## config.mk

```make
export PLATFORM = sky130hd
export DESIGN_NAME = axis_hdr_insert_reg_flat
export DESIGN_NICKNAME = d
export VERILOG_FILES = /design/src/rtl/axis_hdr_insert_reg_if.sv /design/src/rtl/axis_hdr_insert_reg.sv /design/src/flat_wrapper.sv
export SDC_FILE = /design/constraint.sdc
export NUM_CORES = 1
export LEC_CHECK = 0
export CAP_MARGIN = 20
export CORE_MARGIN = 3
export CORE_UTILIZATION = 50
export CTS_BUF_LIST = sky130_fd_sc_hd__clkbuf_8
export CTS_CLUSTER_SIZE = 20
export DETAILED_ROUTE_END_ITERATION = 10
export PLACE_DENSITY = 0.88
export SLEW_MARGIN = 20
export SYNTH_ARGS = -nofsm -noshare
export SYNTH_HDL_FRONTEND = slang
export SYNTH_SLANG_ARGS = --single-unit
export TNS_END_PERCENT = 1
```

## constraint.sdc

```tcl
create_clock -name clk -period 7.4 [get_ports clk]
set_clock_uncertainty 0.1 [all_clocks]
set_input_delay 0.74 -clock clk [delete_from_list [all_inputs] [get_ports clk]]
set_output_delay 0.74 -clock clk [all_outputs]
set_load 0.01 [all_outputs]
```

## src/rtl/axis_hdr_insert_reg_if.sv

```systemverilog
// AXI-Stream bus bundle used for the header, payload and packed output ports
// of the header inserter.
interface axis_hdr_insert_reg_if #(
  parameter int unsigned DATA_WD      = 32,
  parameter int unsigned DATA_BYTE_WD = DATA_WD / 8
);
  logic                    tvalid;
  logic                    tready;
  logic [DATA_WD-1:0]      tdata;
  logic [DATA_BYTE_WD-1:0] tkeep;
  logic                    tlast;

  modport master (output tvalid, tdata, tkeep, tlast, input tready);
  modport slave  (input tvalid, tdata, tkeep, tlast, output tready);
endinterface

```

## src/rtl/axis_hdr_insert_reg.sv

```systemverilog
// AXI-Stream header inserter: prepends an optional 0..N byte header beat to each
// payload packet, byte-packs the result into a registered output stage, counts packets.
module axis_hdr_insert_reg #(
  parameter int unsigned DATA_WD      = 32,
  parameter int unsigned DATA_BYTE_WD = DATA_WD / 8,
  parameter int unsigned CNT_WD       = 32
) (
  input  logic                  clk,
  input  logic                  rst,
  input  logic                  insert_en,
  axis_hdr_insert_reg_if.slave  s00_axis,
  axis_hdr_insert_reg_if.slave  s01_axis,
  axis_hdr_insert_reg_if.master m_axis,
  output logic [CNT_WD-1:0]     pkt_cnt
);

  localparam int unsigned N      = DATA_BYTE_WD;
  localparam int unsigned LEN_WD = $clog2(N + 1);
  localparam int unsigned SUM_WD = $clog2(2 * N + 1);
  localparam int unsigned SH_WD  = $clog2(DATA_WD + 1);
  localparam logic [N-1:0] KEEP_ALL = '1;

  typedef enum logic [1:0] {IDLE, STREAM, TAIL, PASS} state_e;

  state_e              state_q, state_d;
  logic [DATA_WD-1:0]  residue_q, residue_d;
  logic [LEN_WD-1:0]   hdr_len_q, hdr_len_d;
  logic [LEN_WD-1:0]   tail_len_q, tail_len_d;

  logic                m_valid_q;
  logic [DATA_WD-1:0]  m_data_q;
  logic [N-1:0]        m_keep_q;
  logic                m_last_q;
  logic [CNT_WD-1:0]   pkt_cnt_q;

  logic                ofree_c;
  logic                s00_ready_c;
  logic                s01_ready_c;
  logic                ld_c;
  logic [DATA_WD-1:0]  ld_data_c;
  logic [N-1:0]        ld_keep_c;
  logic                ld_last_c;
  logic [LEN_WD-1:0]   pay_len_c;
  logic [SUM_WD-1:0]   sum_len_c;
  logic [SH_WD-1:0]    shamt_c;
  logic [2*DATA_WD-1:0] shifted_c;

  logic                unused_hdr_tlast;
  assign unused_hdr_tlast = s00_axis.tlast;

  function automatic logic [LEN_WD-1:0] popcnt(input logic [N-1:0] k);
    logic [LEN_WD-1:0] c;
    c = '0;
    for (int i = 0; i < int'(N); i++) c = c + LEN_WD'(k[i]);
    return c;
  endfunction

  // n MSB-aligned keep bits; n may exceed N, which saturates to all ones
  function automatic logic [N-1:0] keep_msb(input logic [SUM_WD-1:0] n);
    logic [N-1:0] k;
    k = '0;
    for (int i = 0; i < int'(N); i++) k[N-1-i] = (SUM_WD'(i) < n);
    return k;
  endfunction

  function automatic logic [DATA_WD-1:0] byte_mask(input logic [N-1:0] k);
    logic [DATA_WD-1:0] m;
    m = '0;
    for (int i = 0; i < int'(N); i++) m[i*8 +: 8] = {8{k[i]}};
    return m;
  endfunction

  assign ofree_c   = !m_valid_q || m_axis.tready;
  assign pay_len_c = popcnt(s01_axis.tkeep);
  assign sum_len_c = SUM_WD'(hdr_len_q) + SUM_WD'(pay_len_c);
  assign shamt_c   = SH_WD'(hdr_len_q) << 3;

  // Upper half: payload moved down behind the H residue bytes.
  // Lower half: the H payload bytes that spill into the next beat, left-justified.
  assign shifted_c = {s01_axis.tdata, {DATA_WD{1'b0}}} >> shamt_c;

  assign s00_axis.tready = s00_ready_c;
  assign s01_axis.tready = s01_ready_c;
  assign m_axis.tvalid   = m_valid_q;
  assign m_axis.tdata    = m_data_q;
  assign m_axis.tkeep    = m_keep_q;
  assign m_axis.tlast    = m_last_q;
  assign pkt_cnt         = pkt_cnt_q;

  always_ff @(posedge clk) begin
    if (rst) state_q <= IDLE;
    else     state_q <= state_d;
  end

  // Next state, input readies and the candidate load for the output register
  always_comb begin
    state_d     = state_q;
    residue_d   = residue_q;
    hdr_len_d   = hdr_len_q;
    tail_len_d  = tail_len_q;
    s00_ready_c = 1'b0;
    s01_ready_c = 1'b0;
    ld_c        = 1'b0;
    ld_data_c   = '0;
    ld_keep_c   = '0;
    ld_last_c   = 1'b0;

    case (state_q)
      IDLE: begin
        if (insert_en) begin
          s00_ready_c = 1'b1;
          if (s00_axis.tvalid) begin
            hdr_len_d = popcnt(s00_axis.tkeep);
            residue_d = s00_axis.tdata & byte_mask(s00_axis.tkeep);
            state_d   = STREAM;
          end
        end else if (s01_axis.tvalid) begin
          state_d = PASS;
        end
      end

      STREAM: begin
        s01_ready_c = ofree_c;
        if (ofree_c && s01_axis.tvalid) begin
          ld_c      = 1'b1;
          residue_d = shifted_c[DATA_WD-1:0];
          ld_keep_c = KEEP_ALL;
          if (s01_axis.tlast) begin
            if (sum_len_c <= SUM_WD'(N)) begin
              ld_keep_c = keep_msb(sum_len_c);
              ld_last_c = 1'b1;
              state_d   = IDLE;
            end else begin
              tail_len_d = LEN_WD'(sum_len_c - SUM_WD'(N));
              state_d    = TAIL;
            end
          end
          ld_data_c = (residue_q | shifted_c[2*DATA_WD-1:DATA_WD]) & byte_mask(ld_keep_c);
        end
      end

      TAIL: begin
        if (ofree_c) begin
          ld_c      = 1'b1;
          ld_keep_c = keep_msb(SUM_WD'(tail_len_q));
          ld_data_c = residue_q & byte_mask(ld_keep_c);
          ld_last_c = 1'b1;
          state_d   = IDLE;
        end
      end

      PASS: begin
        s01_ready_c = ofree_c;
        if (ofree_c && s01_axis.tvalid) begin
          ld_c      = 1'b1;
          ld_data_c = s01_axis.tdata;
          ld_keep_c = s01_axis.tkeep;
          ld_last_c = s01_axis.tlast;
          if (s01_axis.tlast) state_d = IDLE;
        end
      end

      default: state_d = IDLE;
    endcase

    if (rst) begin
      s00_ready_c = 1'b0;
      s01_ready_c = 1'b0;
    end
  end

  // Output register, packing residue and packet counter
  always_ff @(posedge clk) begin
    if (rst) begin
      residue_q  <= '0;
      hdr_len_q  <= '0;
      tail_len_q <= '0;
      m_valid_q  <= 1'b0;
      m_data_q   <= '0;
      m_keep_q   <= '0;
      m_last_q   <= 1'b0;
      pkt_cnt_q  <= '0;
    end else begin
      residue_q  <= residue_d;
      hdr_len_q  <= hdr_len_d;
      tail_len_q <= tail_len_d;
      if (ld_c) begin
        m_valid_q <= 1'b1;
        m_data_q  <= ld_data_c;
        m_keep_q  <= ld_keep_c;
        m_last_q  <= ld_last_c;
      end else if (ofree_c) begin
        m_valid_q <= 1'b0;
      end
      if (m_valid_q && m_axis.tready && m_last_q) pkt_cnt_q <= pkt_cnt_q + CNT_WD'(1);
    end
  end

endmodule

```

## src/flat_wrapper.sv

```systemverilog
// flat-port wrapper written by rule: the top's interface ports become plain ports
module axis_hdr_insert_reg_flat 
#(
  parameter int unsigned DATA_WD      = 32,
  parameter int unsigned DATA_BYTE_WD = DATA_WD / 8,
  parameter int unsigned CNT_WD       = 32
)
  (clk, rst, insert_en, pkt_cnt, s00_axis_tvalid, s00_axis_tdata, s00_axis_tkeep, s00_axis_tlast, s00_axis_tready, s01_axis_tvalid, s01_axis_tdata, s01_axis_tkeep, s01_axis_tlast, s01_axis_tready, m_axis_tvalid, m_axis_tdata, m_axis_tkeep, m_axis_tlast, m_axis_tready);
  axis_hdr_insert_reg_if #(.DATA_WD(DATA_WD), .DATA_BYTE_WD(DATA_BYTE_WD)) s00_axis_i ();
  axis_hdr_insert_reg_if #(.DATA_WD(DATA_WD), .DATA_BYTE_WD(DATA_BYTE_WD)) s01_axis_i ();
  axis_hdr_insert_reg_if #(.DATA_WD(DATA_WD), .DATA_BYTE_WD(DATA_BYTE_WD)) m_axis_i ();
  input  logic clk;
  input  logic rst;
  input  logic insert_en;
  output logic [CNT_WD-1:0] pkt_cnt;
  input wire logic [$bits(s00_axis_i.tvalid)-1:0] s00_axis_tvalid;
  input wire logic [$bits(s00_axis_i.tdata)-1:0] s00_axis_tdata;
  input wire logic [$bits(s00_axis_i.tkeep)-1:0] s00_axis_tkeep;
  input wire logic [$bits(s00_axis_i.tlast)-1:0] s00_axis_tlast;
  output wire logic [$bits(s00_axis_i.tready)-1:0] s00_axis_tready;
  input wire logic [$bits(s01_axis_i.tvalid)-1:0] s01_axis_tvalid;
  input wire logic [$bits(s01_axis_i.tdata)-1:0] s01_axis_tdata;
  input wire logic [$bits(s01_axis_i.tkeep)-1:0] s01_axis_tkeep;
  input wire logic [$bits(s01_axis_i.tlast)-1:0] s01_axis_tlast;
  output wire logic [$bits(s01_axis_i.tready)-1:0] s01_axis_tready;
  output wire logic [$bits(m_axis_i.tvalid)-1:0] m_axis_tvalid;
  output wire logic [$bits(m_axis_i.tdata)-1:0] m_axis_tdata;
  output wire logic [$bits(m_axis_i.tkeep)-1:0] m_axis_tkeep;
  output wire logic [$bits(m_axis_i.tlast)-1:0] m_axis_tlast;
  input wire logic [$bits(m_axis_i.tready)-1:0] m_axis_tready;
  assign s00_axis_i.tvalid = s00_axis_tvalid;
  assign s00_axis_i.tdata = s00_axis_tdata;
  assign s00_axis_i.tkeep = s00_axis_tkeep;
  assign s00_axis_i.tlast = s00_axis_tlast;
  assign s00_axis_tready = s00_axis_i.tready;
  assign s01_axis_i.tvalid = s01_axis_tvalid;
  assign s01_axis_i.tdata = s01_axis_tdata;
  assign s01_axis_i.tkeep = s01_axis_tkeep;
  assign s01_axis_i.tlast = s01_axis_tlast;
  assign s01_axis_tready = s01_axis_i.tready;
  assign m_axis_tvalid = m_axis_i.tvalid;
  assign m_axis_tdata = m_axis_i.tdata;
  assign m_axis_tkeep = m_axis_i.tkeep;
  assign m_axis_tlast = m_axis_i.tlast;
  assign m_axis_i.tready = m_axis_tready;
  axis_hdr_insert_reg #(.DATA_WD(DATA_WD), .DATA_BYTE_WD(DATA_BYTE_WD), .CNT_WD(CNT_WD)) u_core (.clk(clk), .rst(rst), .insert_en(insert_en), .s00_axis(s00_axis_i), .s01_axis(s01_axis_i), .m_axis(m_axis_i), .pkt_cnt(pkt_cnt));
endmodule
```

==> out/metrics.csv <==
metric,value,unit
Post-CTS Setup Inserts,0,
sequential area share after synthesis,33.9,%
Synth top area share,33.9,%
met3 Use GR,7.02,%
H-tree Lvls,3,
CTS max path bufs,2,
DRC errors left,0,
TritonCTS clock tree,yes,
final period utilization,54.5,%
static leakage,2.75,nW
status,"complete, no violations",
Final min period,4.04,ns
post-CTS sizing,0,
Worst Tran Pin Value,0.935,ns
GR Layer Usage met1,37.7,%
core footprint,12400,um^2
vias in the first global route,6154,
Sum Neg Setup Slack,0,ns
Port Buffers,150,
full die area,14400,um^2
f_max,0.248,GHz
Place WS,3.02,ns
Startpoint Class,input pin,
"Top cell by count, worst path",inv_1,
Fin. Hold Viols,0,
FILL cells,1059,
"slowest stage delay, CP",0.51,ns
Crit path required time,7.62,ns
clock root buffer,clkbuf_8,
share of post-route cells with drive strength above 1,6.01,%
1st-iter DRT viols,867,
Starting Density,52.5,%
global routing's busiest layer,met2,
Synth Cell Area,6490,um^2
First-pass DRT Iterations,6,
Slew HR,37.5,%
die width,120,um
final worst slack,3.36,ns
Area growth syn-to-layout,25.9,%
Setup CP Type,in -> reg,
Worst-path clk slew,0.11,ns
Syn Nets,886,
crit end category,flip-flop,
GP Congestion,0.980,
"commonest non-fill, non-tap cell in the layout",clkdlybuf4s50_1,
Hold Buf Count CTS,0,
crit-path cells,clkdlybuf4s50_1 -> ha_1 -> inv_1 -> fa_1 -> inv_1 -> ha_1 -> inv_1 -> fa_1 -> xnor2_1 -> a2111oi_2 -> buf_4 -> nor2_1 -> o21ai_0 -> a211oi_1,
Antenna Violating Nets Remaining,0,
Yosys top cell by area,dfxtp_1,
final WL,20900,um
largest cells by area after synthesis,"dfxtp_1 34%, a211oi_1 8.9%, nor2_1 7.7%",
Syn Inst Count,795,
top_reg_cell synth,dfxtp_1,
ant diodes,0,
warnings from Yosys,0,
drt via density,6.39,
Final nets,985,
"FF+latch count, synth",110,
pin count of the biggest net entering global routing,68,
CP max FO,20,
max_cap viols,0,
clock latency on the worst-skew pair,0.40,ns
max-slew violation count,0,
Mapped Avg Cell Area,8.16,um^2
Max rail drop VDD,0.127,mV
Crit-path slowest cell,nor2_1,
Std-Cell Rows,40,
grt met2 use,42.9,%
IO Pins,152,
Final HPWL DP,14700,um
most frequent cells in the layout,"149 x clkdlybuf4s50_1, 132 x nor2_1, 109 x dfxtp_1",
post-synthesis cell type count,56,
WL/cell,19.6,um
post-synthesis async set-or-reset flop share,0,%
number of flops mapped to enable cells by yosys,0,
unrepaired setup endpoints after global routing,no,
TritonCTS buffer count,9,
die height,120,um
Sink Count,110,
Total GRT Usage,28.0,%
CP arrival,4.25,ns
Final Setup Violations,0,
pwr/cell area,182,nW/um^2
first-pass GRT wire length,32500,um
antenna violations before repair,0,
min-delay worst type,reg -> reg,
grt ovf,0,
via count,6820,
[Yosys cell counts (all sizes together), types with 13 or more instances]
master / n
a211oi: 77
a21oi: 42
a221oi: 26
a2bb2oi: 16
buf: 34
clkbuf: 36
dfxtp: 110
inv: 13
mux2i: 27
nand2: 26
nand3: 25
nor2: 134
nor3: 44
o21ai: 22
o22ai: 16
xor2: 23
[worst max-delay path: cells and delay by family]
family | cells | cell delay (ns)
simple gates | 1 | 0.51
xor+xnor | 1 | 0.29
fa+ha+maj | 4 | 1.25
buf+inv | 5 | 0.86
compound gates | 3 | 0.60
[area by class of cell]
| cell class | instances | area [um^2] | area share, % |
|---|---|---|---|
| Tap cell | 168 | 210 | 2.57 |
| Inverter | 13 | 48.8 | 0.597 |
| Clock buffer | 9 | 124 | 1.52 |
| Clock inverter | 7 | 77.6 | 0.949 |
| Sequential cell | 110 | 2200 | 27.0 |
| Multi-Input combinational cell | 602 | 3950 | 48.3 |
| Timing Repair Buffer | 158 | 1560 | 19.1 |
[registers in the layout, summed over array words and instances (netlist names)]
register	flops
u_core.m_axis.tlast	1
u_core.residue_q	32
u_core.tail_len_q	3
u_core.m_axis.tkeep	4
u_core.state_q	2
u_core.hdr_len_q	3
u_core.pkt_cnt	32
u_core.m_axis.tdata	32
u_core.m_axis.tvalid	1
[report_power, final]
| group | internal [mW] | switching, mW |
|---|---|---|
| Combinational | 0.189 | 0.237 |
| Clock | 0.162 | 0.230 |
| Sequential | 0.640 | 0.0317 |
| Total | 0.991 | 0.498 |
[worst paths after layout]
path,start,endpoint,slack (ns),cells past startpoint
hold reg to reg,u_core.residue_q[28],u_core.residue_q[28],0.40,2
hold / removal,u_core.residue_q[28],u_core.residue_q[28],0.40,2
setup reg to reg,u_core.state_q[0],u_core.m_axis.tdata[0],4.60,5
setup / recovery,s01_axis_tkeep[0],u_core.m_axis.tdata[0],3.36,14
[logic make-up after synthesis]
logic type                 Yosys count  synth area share [%]
and+or+nand+nor                    282                  20.7
AOI/OAI and AO/OA                  243                  27.4
DFF                                110                  33.9
buffers and inverters               83                  5.53
muxes                               39                  6.25
xor gates and xnor gates            27                  3.64
adders and majority gates           11                  2.47
[metal layers]
| metal | wire (um) | part of all wire (%) |
|---|---|---|
| met1 | 8760 | 42 |
| met2 | 9260 | 44 |
| met3 | 2090 | 10 |
| met4 | 789 | 3.8 |
| met5 | 0 | 0 |
[per-stage QoR]
stage / hold WS, ns / util [%] / cell area, um^2 / std cells / power, mW
after floorplan: 0.369 / - / 6490 / 795 / 0.934
after CTS: 0.399 / 66.1 / 8170 / 1067 / 1.48
after detailed placement: 0.379 / 64.5 / 7970 / 1051 / 1.10
after global routing: 0.415 / 66.1 / 8170 / 1067 / 1.55
after global placement: 0.375 / 64.5 / 7970 / 1051 / 1.09
final: 0.401 / 66.1 / 8170 / 1067 / 1.49
Note: power is estimated with default switching activity, not from simulation.
==> edit (same flow settings) <==
`CNT_WD` is set to 32 in 2 places; all go to 24.
--- a/src/rtl/axis_hdr_insert_reg.sv
+++ b/src/rtl/axis_hdr_insert_reg.sv
@@ -5,3 +5,3 @@
   parameter int unsigned DATA_BYTE_WD = DATA_WD / 8,
-  parameter int unsigned CNT_WD       = 32
+  parameter int unsigned CNT_WD       = 24
 ) (
--- a/src/flat_wrapper.sv
+++ b/src/flat_wrapper.sv
@@ -5,3 +5,3 @@
   parameter int unsigned DATA_BYTE_WD = DATA_WD / 8,
-  parameter int unsigned CNT_WD       = 32
+  parameter int unsigned CNT_WD       = 24
 )
Ports: changed (resized pkt_cnt); port bits go from 152 to 144. No check against the original RTL was run, so the function may have changed too.
==> edit against the unedited design <==
- final area fell by 6.6%
- maximum frequency fell by 13%
- first-iteration DRC count rose by 0.92%
- worst setup slack got worse by 0.59 ns
- routed wire length fell by 9.0%
- sequential cell count fell by 8
- critical path depth fell by 1
- final cell count fell by 8.0%
- power rose by 2.0%
- synthesized cell count fell by 7.2%
- sequential power fell by 3.3%
- sequential share of layout area fell by 0.22 points
- synthesized area fell by 6.9%
- critical path type unchanged
- critical endpoint is now u_core.m_axis.tdata[23]$_SDFFE_PP0P_
==> edit: results (changes against the unedited design) <==
- Seq area share: 0.267 (-0.00219)
- Wire length on met1: 7970 um (-9.1%)
- DP Wirelength: 13900 um (-5.6%)
- Worst slack, placed: 2.43 ns (-0.586 ns)
- Met2 Use GR: 0.438 (+0.00883)
- Worst reg-to-reg path cell count: 7 (+2)
- #MultiIn Comb: 558 (-7.3%)
- Largest net degree at the start of global routing: 103 (+51%)
- Synth warn: 0 (unchanged)
- Post-DR vias/cell: 6.36 (-0.43%)
- Met3 WL: 1820 um (-13%)
- Max Fclk: 216 MHz (-13%)
- Synth Area in XOR/XNOR: 0.0174 (-0.0190)
- Post-CTS resize count: 0 (unchanged)
- WL met2: 8530 um (-7.9%)
- Buffering overhead: 0.192 (+0.00161)
- CTS H-tree depth: 3 (unchanged)
- Crit path from: s01_axis_tkeep[0]
- Worst Hold End: u_core.pkt_cnt[23]$_SDFFE_PP0P_
- GP Congestion: 0.989 (+0.87%)
- Maximum VDD drop: 153 uV (+20%)
- Number of global-route vias before repair: 5853 (-4.9%)
- Setup crit end: u_core.m_axis.tdata[23]$_SDFFE_PP0P_
- Top cells by area, synth: dfxtp_1 (34%), mux2i_1 (6.1%), nor2_1 (5.8%)
- Worst reg-to-reg setup slack: 3.32 ns (-1.28 ns)
- Arrival time at the worst endpoint: 4.75 ns (+0.50 ns)
- N_diodes: 0 (unchanged)
- Post-synthesis mux area share: 0.0613 (-0.00119)
- FILL cells: 939 (-11%)
- Multi-input combinational area share: 0.481 (-0.00207)
- Global-route met3 utilization: 0.0632 (-0.00703)
- Non-clock buffers: 149 (-5.7%)
- Commonest cells post-synth: dfxtp_1 (102), nor2_1 (94), nand2_1 (46)
- Run status: finished clean
- WL final: 19000 um (-9.0%)
- P_sw: 507 uW (+1.7%)
- Clock latency on the worst-skew pair: 0.38 ns (-0.02 ns)
- Layout cell share with drive strength beyond 1: 0.0560 (-0.00405)
- Clock network area share: 0.0287 (+0.00403)
- GRT Util Overall: 0.281 (+0.00135)
- Inverters, non-clock: 14 (+1)
- Sequential fraction of the synthesis area: 0.338 (-0.00149)
- Lkg Pwr: 0.00255 uW (-7.3%)
- PortBufs: 142 (-5.3%)
- Compound-gate portion of the synthesized area: 0.307 (+0.0331)
- CP max FO: 14 (-30%)
- Initial DRC Count: 875 (+0.92%)
- Syn_nets: 829 (-6.4%)
- First-pass GRT wire length: 30100 um (-7.2%)
- Pre-antenna DRT Iters: 6 (unchanged)
- Slew headroom: 0.244 (-0.132)
- Reg-to-Reg Start: u_core.hdr_len_q[1]$_SDFFE_PP0P_
- Seq_cells: 102 (-7.3%)
- Yosys cell types: 64 (+14%)
- Adder-Cell Fraction of Synth Area: 0.0265 (+0.00182)
- Hold Startpoint: u_core.pkt_cnt[23]$_SDFFE_PP0P_
- Final Net Count: 925 (-6.1%)
- Routing usage on met1: 0.380 (+0.00213)
[edit: worst max-delay path: stages]
cell	delay, ns
clkdlybuf4s50_1	0.55
ha_1	0.25
inv_1	0.07
fa_1	0.42
inv_1	0.08
ha_1	0.16
inv_1	0.05
fa_1	0.38
xnor2_1	0.20
a2111oi_4	1.02
a21oi_1	0.46
o22ai_1	0.27
a211oi_1	0.09
[edit: power groups by stage]
stage | clock network (uW) | registers (uW) | logic (uW)
after floorplan | 0 | 664 | 273
after global placement | 0 | 659 | 459
after detailed placement | 0 | 661 | 464
after CTS | 400 | 648 | 466
after global routing | 419 | 658 | 513
final | 397 | 650 | 472
[edit: metrics by stage]
step	area (um2)	util	hold slack, ns	instances	power [uW]
final	7640	0.658	0.392	982	1520
after floorplan	6040	-	0.361	738	937
after global routing	7640	0.658	0.420	982	1590
after CTS	7640	0.658	0.391	982	1510
after detailed placement	7420	0.639	0.378	966	1120
after global placement	7420	0.639	0.367	966	1120
